### config.mk
export PLATFORM = sky130hd
export DESIGN_NAME = debounce_bank_flat
export DESIGN_NICKNAME = d
export VERILOG_FILES = /design/src/rtl/debounce_bank_if.sv /design/src/rtl/debounce_bank.sv /design/src/flat_wrapper.sv
export SDC_FILE = /design/constraint.sdc
export NUM_CORES = 1
export LEC_CHECK = 0
export ABC_AREA = 1
export CAP_MARGIN = 20
export CORE_ASPECT_RATIO = 1.25
export CORE_MARGIN = 4
export CORE_UTILIZATION = 45
export DETAILED_ROUTE_END_ITERATION = 8
export GPL_TIMING_DRIVEN = 0
export PLACE_DENSITY_LB_ADDON = 0.08
export SETUP_SLACK_MARGIN = 0.5
export SYNTH_ARGS = -nofsm -noshare
export SYNTH_HDL_FRONTEND = slang
export SYNTH_SLANG_ARGS = --single-unit
### constraint.sdc
create_clock -name clk -period 3.2 [get_ports clk]
set_input_delay 0.64 -clock clk [delete_from_list [all_inputs] [get_ports clk]]
set_output_delay 0.64 -clock clk [all_outputs]
set_load 0.02 [all_outputs]
### src/rtl/debounce_bank_if.sv
// Switch-side bundle of the debouncer bank: raw levels in, clean levels and edge pulses out.
// The master drives the raw inputs; the debouncer is the slave.
interface debounce_bank_if #(
  parameter int N = 4
);
  logic [N-1:0] din;
  logic [N-1:0] dout;
  logic [N-1:0] rise;
  logic [N-1:0] fall;
  logic         any_chg;

  modport master (
    output din,
    input  dout,
    input  rise,
    input  fall,
    input  any_chg
  );

  modport slave (
    input  din,
    output dout,
    output rise,
    output fall,
    output any_chg
  );
endinterface

### src/rtl/debounce_bank.sv
// N-channel switch debouncer: per-channel synchroniser, shared sample prescaler,
// per-channel stability counter, registered level plus one-clock rise/fall pulses.
module debounce_bank #(
  parameter int N           = 4,
  parameter int DIV         = 4,
  parameter int STABLE      = 3,
  parameter int SYNC_STAGES = 2,
  parameter bit RST_VAL     = 1'b0
) (
  input logic            clk,
  input logic            rst,
  debounce_bank_if.slave bus
);

  localparam int PW = (DIV > 1) ? $clog2(DIV) : 1;
  localparam int CW = (STABLE > 1) ? $clog2(STABLE) : 1;
  localparam logic [PW-1:0] PC_LAST  = PW'(DIV - 1);
  localparam logic [CW-1:0] CNT_LAST = CW'(STABLE - 1);

  logic [SYNC_STAGES-1:0] sync_q [N];
  logic [N-1:0]           s;

  logic [PW-1:0] pc;
  logic          tick;

  logic [CW-1:0] cnt_q   [N];
  logic [CW-1:0] cnt_nxt [N];
  logic [N-1:0]  dout_q;
  logic [N-1:0]  dout_nxt;
  logic [N-1:0]  rise_q;
  logic [N-1:0]  rise_nxt;
  logic [N-1:0]  fall_q;
  logic [N-1:0]  fall_nxt;
  logic          any_q;

  // Only the last flop of each chain is ever looked at downstream.
  always_ff @(posedge clk) begin
    for (int i = 0; i < N; i++) begin
      if (rst) begin
        sync_q[i] <= {SYNC_STAGES{RST_VAL}};
      end else begin
        sync_q[i] <= {sync_q[i][SYNC_STAGES-2:0], bus.din[i]};
      end
    end
  end

  always_comb begin
    s = '0;
    for (int i = 0; i < N; i++) begin
      s[i] = sync_q[i][SYNC_STAGES-1];
    end
  end

  // With DIV=1 the counter is pinned at zero, so every cycle is a sample tick.
  assign tick = (pc == PC_LAST);

  always_ff @(posedge clk) begin
    if (rst) begin
      pc <= '0;
    end else if (tick) begin
      pc <= '0;
    end else begin
      pc <= pc + PW'(1);
    end
  end

  always_comb begin
    dout_nxt = dout_q;
    rise_nxt = '0;
    fall_nxt = '0;
    for (int i = 0; i < N; i++) begin
      cnt_nxt[i] = cnt_q[i];
    end
    if (tick) begin
      for (int i = 0; i < N; i++) begin
        if (s[i] == dout_q[i]) begin
          cnt_nxt[i] = '0;
        end else if (cnt_q[i] == CNT_LAST) begin
          dout_nxt[i] = s[i];
          cnt_nxt[i]  = '0;
          rise_nxt[i] = s[i];
          fall_nxt[i] = ~s[i];
        end else begin
          cnt_nxt[i] = cnt_q[i] + CW'(1);
        end
      end
    end
  end

  // Pulses are registered alongside dout so they line up with the level change.
  always_ff @(posedge clk) begin
    if (rst) begin
      dout_q <= {N{RST_VAL}};
      rise_q <= '0;
      fall_q <= '0;
      any_q  <= 1'b0;
      for (int i = 0; i < N; i++) begin
        cnt_q[i] <= '0;
      end
    end else begin
      dout_q <= dout_nxt;
      rise_q <= rise_nxt;
      fall_q <= fall_nxt;
      any_q  <= |(rise_nxt | fall_nxt);
      for (int i = 0; i < N; i++) begin
        cnt_q[i] <= cnt_nxt[i];
      end
    end
  end

  assign bus.dout    = dout_q;
  assign bus.rise    = rise_q;
  assign bus.fall    = fall_q;
  assign bus.any_chg = any_q;

endmodule
### src/flat_wrapper.sv
// flat-port wrapper written by rule: the top's interface ports become plain ports
module debounce_bank_flat 
#(
  parameter int N           = 4,
  parameter int DIV         = 4,
  parameter int STABLE      = 3,
  parameter int SYNC_STAGES = 2,
  parameter bit RST_VAL     = 1'b0
)
  (clk, rst, bus_din, bus_dout, bus_rise, bus_fall, bus_any_chg);
  debounce_bank_if #(.N(N)) bus_i ();
  input logic clk;
  input logic rst;
  input wire logic [$bits(bus_i.din)-1:0] bus_din;
  output wire logic [$bits(bus_i.dout)-1:0] bus_dout;
  output wire logic [$bits(bus_i.rise)-1:0] bus_rise;
  output wire logic [$bits(bus_i.fall)-1:0] bus_fall;
  output wire logic [$bits(bus_i.any_chg)-1:0] bus_any_chg;
  assign bus_i.din = bus_din;
  assign bus_dout = bus_i.dout;
  assign bus_rise = bus_i.rise;
  assign bus_fall = bus_i.fall;
  assign bus_any_chg = bus_i.any_chg;
  debounce_bank #(.N(N), .DIV(DIV), .STABLE(STABLE), .SYNC_STAGES(SYNC_STAGES), .RST_VAL(RST_VAL)) u_core (.clk(clk), .rst(rst), .bus(bus_i));
endmodule
-- Word-level counts from Yosys, hierarchy flattened
Memories as Yosys holds them, arrays and structs flattened.
Cells that the tools add are included.
- register bits: 15
- latch bits: 0
- bits in writable memories: 16
- ROM bits: 0
- input bits: 6
- output and inout port bits: 13
- logic and storage cells: 85
- memories: 2
- add/subtract/negate cells: 5
- $mul: 0
- divide/modulo/power cells: 0
- magnitude comparators: 0
- eq/ne operators: 9
- shift-type cells: 0
- mux-type cells: 38
- bitwise operators: 17
- reduce and logical (&&, ||, !) cells: 6
- memories (memory ; words ; width ; read ports ; clocked after memory_dff ; write ports ; RTL line ; text):
    u_core.cnt_q ; 4 ; 2 ; 4 ; 0 ; 4 ; debounce_bank.sv:26 ; logic [CW-1:0] cnt_q [N];
    u_core.sync_q ; 4 ; 2 ; 4 ; 0 ; 4 ; debounce_bank.sv:20 ; logic [SYNC_STAGES-1:0] sync_q [N];
- operators by type and width (cell ; count):
    $mux 2 ; 16
    $mux 1 ; 19
    $reduce_and 3->1 ; 4
    $add 2x1->2 const B ; 5
    $eq 2x2->1 const B ; 5
    $mux 4 ; 2
    $mux 8 ; 1
    $not 1->1 ; 8
    $or 1x1->1 ; 8
    $eq 1x1->1 ; 4
    $or 4x4->4 ; 1
    $reduce_or 4->1 ; 1
    $reduce_or 2->1 ; 1

-- Longest topological paths before layout
- depth in word-level cells: 6
- mapped depth: 8
- gate-level depth less buffers: 7

-- Worst setup path before layout
Ideal clock, no wire load.
- path type: input-to-reg
- start: in rst
- end: reg u_core.dout_q[1], in the netlist u_core.bus.dout[1]
- setup time: 0.070 ns
- arrival time: 1.181 ns
- data required time: 3.130 ns
- slack: 1.949 ns
- cell stages on the path: 5
- buffers on the path: 2
- cell sequence: buf_2 -> inv_2 -> buf_2 -> o21ai_1 -> a21oi_1
- RTL lines (item ; RTL line ; text):
    from (decl) ; flat_wrapper.sv:13 ; input logic rst;
    to (signal assigned) ; debounce_bank.sv:93 ; dout_q <= {N{RST_VAL}};
    to (signal assigned) ; debounce_bank.sv:101 ; dout_q <= dout_nxt;
    to (decl) ; debounce_bank.sv:28 ; logic [N-1:0] dout_q;

-- Final worst setup path
- start: reg u_core.dout_q[2], in the netlist u_core.bus.dout[2]
- end: out bus_dout[2]
- RTL lines (item ; RTL line ; text):
    to (decl) ; flat_wrapper.sv:15 ; output wire logic [$bits(bus_i.dout)-1:0] bus_dout;
No word-level cell between the ends.

==> metrics.txt <==
most common flop cell mapped by yosys=dfxtp_1; Crit Reg-Reg Startpoint=u_core.pc[0]$_SDFF_PP0_; total number of yosys warnings=0; Slew headroom=between 80 and 90%; CP Class=reg -> out; Commonest cells post-synth=nand2_1 (34), dfxtp_1 (31), inv_1 (28), nor2_1 (17), nand3_1 (6); Setup WS pre-CTS=1.57 ns; Die X=53.1 microns; Clock Sinks=31; Yosys reg bits=31; FF-to-FF End=u_core.bus.dout[3]$_SDFFE_PP0P_; TritonCTS clock tree=done; setup TNS=0 ns; hold path start=u_core.sync_q[1][2]$_SDFF_PP0_; postcts setup bufs=0; Crit. End Element=output pin; crit-path cells=clkdlybuf4s50_1; number of library cell types mapped by synthesis=19; most common cell in the netlist=nand2_1; top-area cell type share of the netlist area=a little over half; TritonRoute pass-1 iters=2; worst path bufs/invs=1; Worst EP arrival=~1.3 ns; skew final=~0.0017 ns; worst reg2reg path depth=8; antenna cells=0; die area=3420 sq um; reg2reg setup slack=around 2.0 ns; Num CTS Buffers=5; Initial DRC Count=3; clk buf depth=2; Mapped Area=approximately 1100 sq um; outcome=complete, no violations; Post-CTS Resized=0; max-slew violations=0; Hold Path Sink=u_core.sync_q[1][3]$_SDFF_PP0_; number of max-cap violations=0; Layout area overhead=22.1%; worst-margin pin slew=0.225 ns; Required @ worst endpoint=2.56 ns; IO Pins=19; Min Hold Slack=0.407 ns; syn nets=154; global-route wire length before repair=roughly 3.8 mm; final worst slack=around 1.2 ns; via count=roughly 920; hold_buf cts=0; largest net degree at the start of global routing=11; Avg Cell Area, Syn=approximately 7.8 sq um; Final min period=about 2.0 ns; Initial Utilization=~47%; gpl congestion=0.764; grt ovf=0; dpl hpwl=1.51 mm; H-tree Lvls=2; fin nets=approximately 180; RSZ-0062 raised after global routing=false; ANT nets after route=0; initial antenna violation count=0; Post-synth EDFFs=0; highest clock rate=just over 0.5 GHz; CP max stage delay=approximately 0.63 ns; Leakage=slightly above 0.6 nW; worst vdd ir=just under 0.3 mV; pwr/cell area=446 nW/um^2; CP max FO=5; hold depth=2; synth top area cells=dfxtp_1 (54%), nand2_1 (11%), inv_1 (9.2%), nor2_1 (5.6%), o22ai_1 (2.7%); synthesized instance count=between 100 and 150; Root Driver=clkbuf_4; Residual DRC=0; die height=between 60 and 70 microns; Port Buffers=17; final setup fails=0; vias in the first global route=954; Final Power=0.000624 W; clock slew at reported path FFs=approximately 0.08 ns; CP startpoint kind=register; Vias per Instance=around 4.5; gr usage total=around 15%; post-DR wirelength/cell=about 9.9 microns; CP delay by family, top=buffers and inverters; Post-Route WL=between 2 and 2.5 mm; Core Area=~2400 sq um; share of layout cells above drive strength 1=a little over a tenth; share of synthesized registers carrying an async set or reset=0%; # rows=20; Final Hold Viols=0; crit path max-delay cell type=clkdlybuf4s50_1; fin crit share=between 60% and 70%; clock latency on the worst-skew pair=roughly 0.31 ns; Yosys top cell by area=dfxtp_1; Hold Crit Class=reg -> reg; post-synthesis sequential area ratio=54.1%
==> logic make-up after synthesis <==
family,Yosys count,share of synthesized area (%)
AND/OR/NAND/NOR,68,26.3
flip-flops,31,54.1
AO/OA/AOI/OAI,12,6.00
adder cells (fa/ha/maj),1,1.09
buffers and inverters,35,12.4
==> routing by layer <==
| metal | global-route usage [%] | wire, microns | vias to the layer above |
|---|---|---|---|
| met5 | 0 | 0 | - |
| met4 | 6.71 | 57 | 0 |
| met3 | 6.90 | 101 | 8 |
| met2 | 24.4 | 958 | 18 |
| met1 | 16.3 | 894 | 403 |
| li1 | - | - | 490 |
==> stage by stage <==
| stage | instance area [sq um] | cells | utilization [%] |
|---|---|---|---|
| after floorplan | 1150 | 147 | - |
| after global placement | 1360 | 197 | 55.9 |
| after detailed placement | 1360 | 197 | 55.9 |
| after CTS | 1400 | 203 | 57.6 |
| after global routing | 1400 | 203 | 57.6 |
| final | 1400 | 203 | 57.6 |
==> area by class of cell <==
class,instances,area (sq um)
clock buffers,6,41.3
flip-flops and latches,31,621
multi-input cells,81,383
plain buffers,4,26.3
inverters,31,116
repair buffers,17,170
well taps,33,41.3
fillers,235,1030
==> how the worst max path moves through the flow <==
| stage | cells after the start | to | startpoint |
|---|---|---|---|
| detailed placement | 1 | bus_dout[1] | u_core.bus.dout[1]$_SDFFE_PP0P_ |
| finish | 1 | bus_dout[2] | u_core.bus.dout[2]$_SDFFE_PP0P_ |
| global route | 1 | bus_dout[1] | u_core.bus.dout[1]$_SDFFE_PP0P_ |
| floorplan | 5 | u_core.bus.dout[1]$_SDFFE_PP0P_ | rst |
| global placement | 1 | bus_dout[2] | u_core.bus.dout[2]$_SDFFE_PP0P_ |
| CTS | 1 | bus_dout[2] | u_core.bus.dout[2]$_SDFFE_PP0P_ |
==> sequential cells by signal, indices dropped and copies added (netlist names) <==
register	count
u_core.cnt_q	8
u_core.pc	2
u_core.bus.any_chg	1
u_core.bus.fall	4
u_core.bus.dout	4
u_core.bus.rise	4
u_core.sync_q	8
==> placed cells by master (no fill, tap or decap), drive strengths merged <==
cell / instances
nand4: 2
clkdlybuf4s50: 17
a21oi: 5
nand2: 37
a211oi: 1
o22ai: 5
dfxtp: 31
nor2: 20
ha: 1
clkbuf: 6
nor3: 3
o21ai: 1
buf: 4
inv: 31
nand3: 6
==> report_power, final <==
group | switching [W] | leakage [nW] | internal [W]
Clock | 0.000113 | 0.0242 | 0.0000779
Sequential | 0.00000389 | 0.252 | 0.000394
Combinational | 0.0000214 | 0.337 | 0.0000146
Total | 0.000138 | 0.614 | 0.000486
Note: power is estimated with default switching activity, not from simulation.
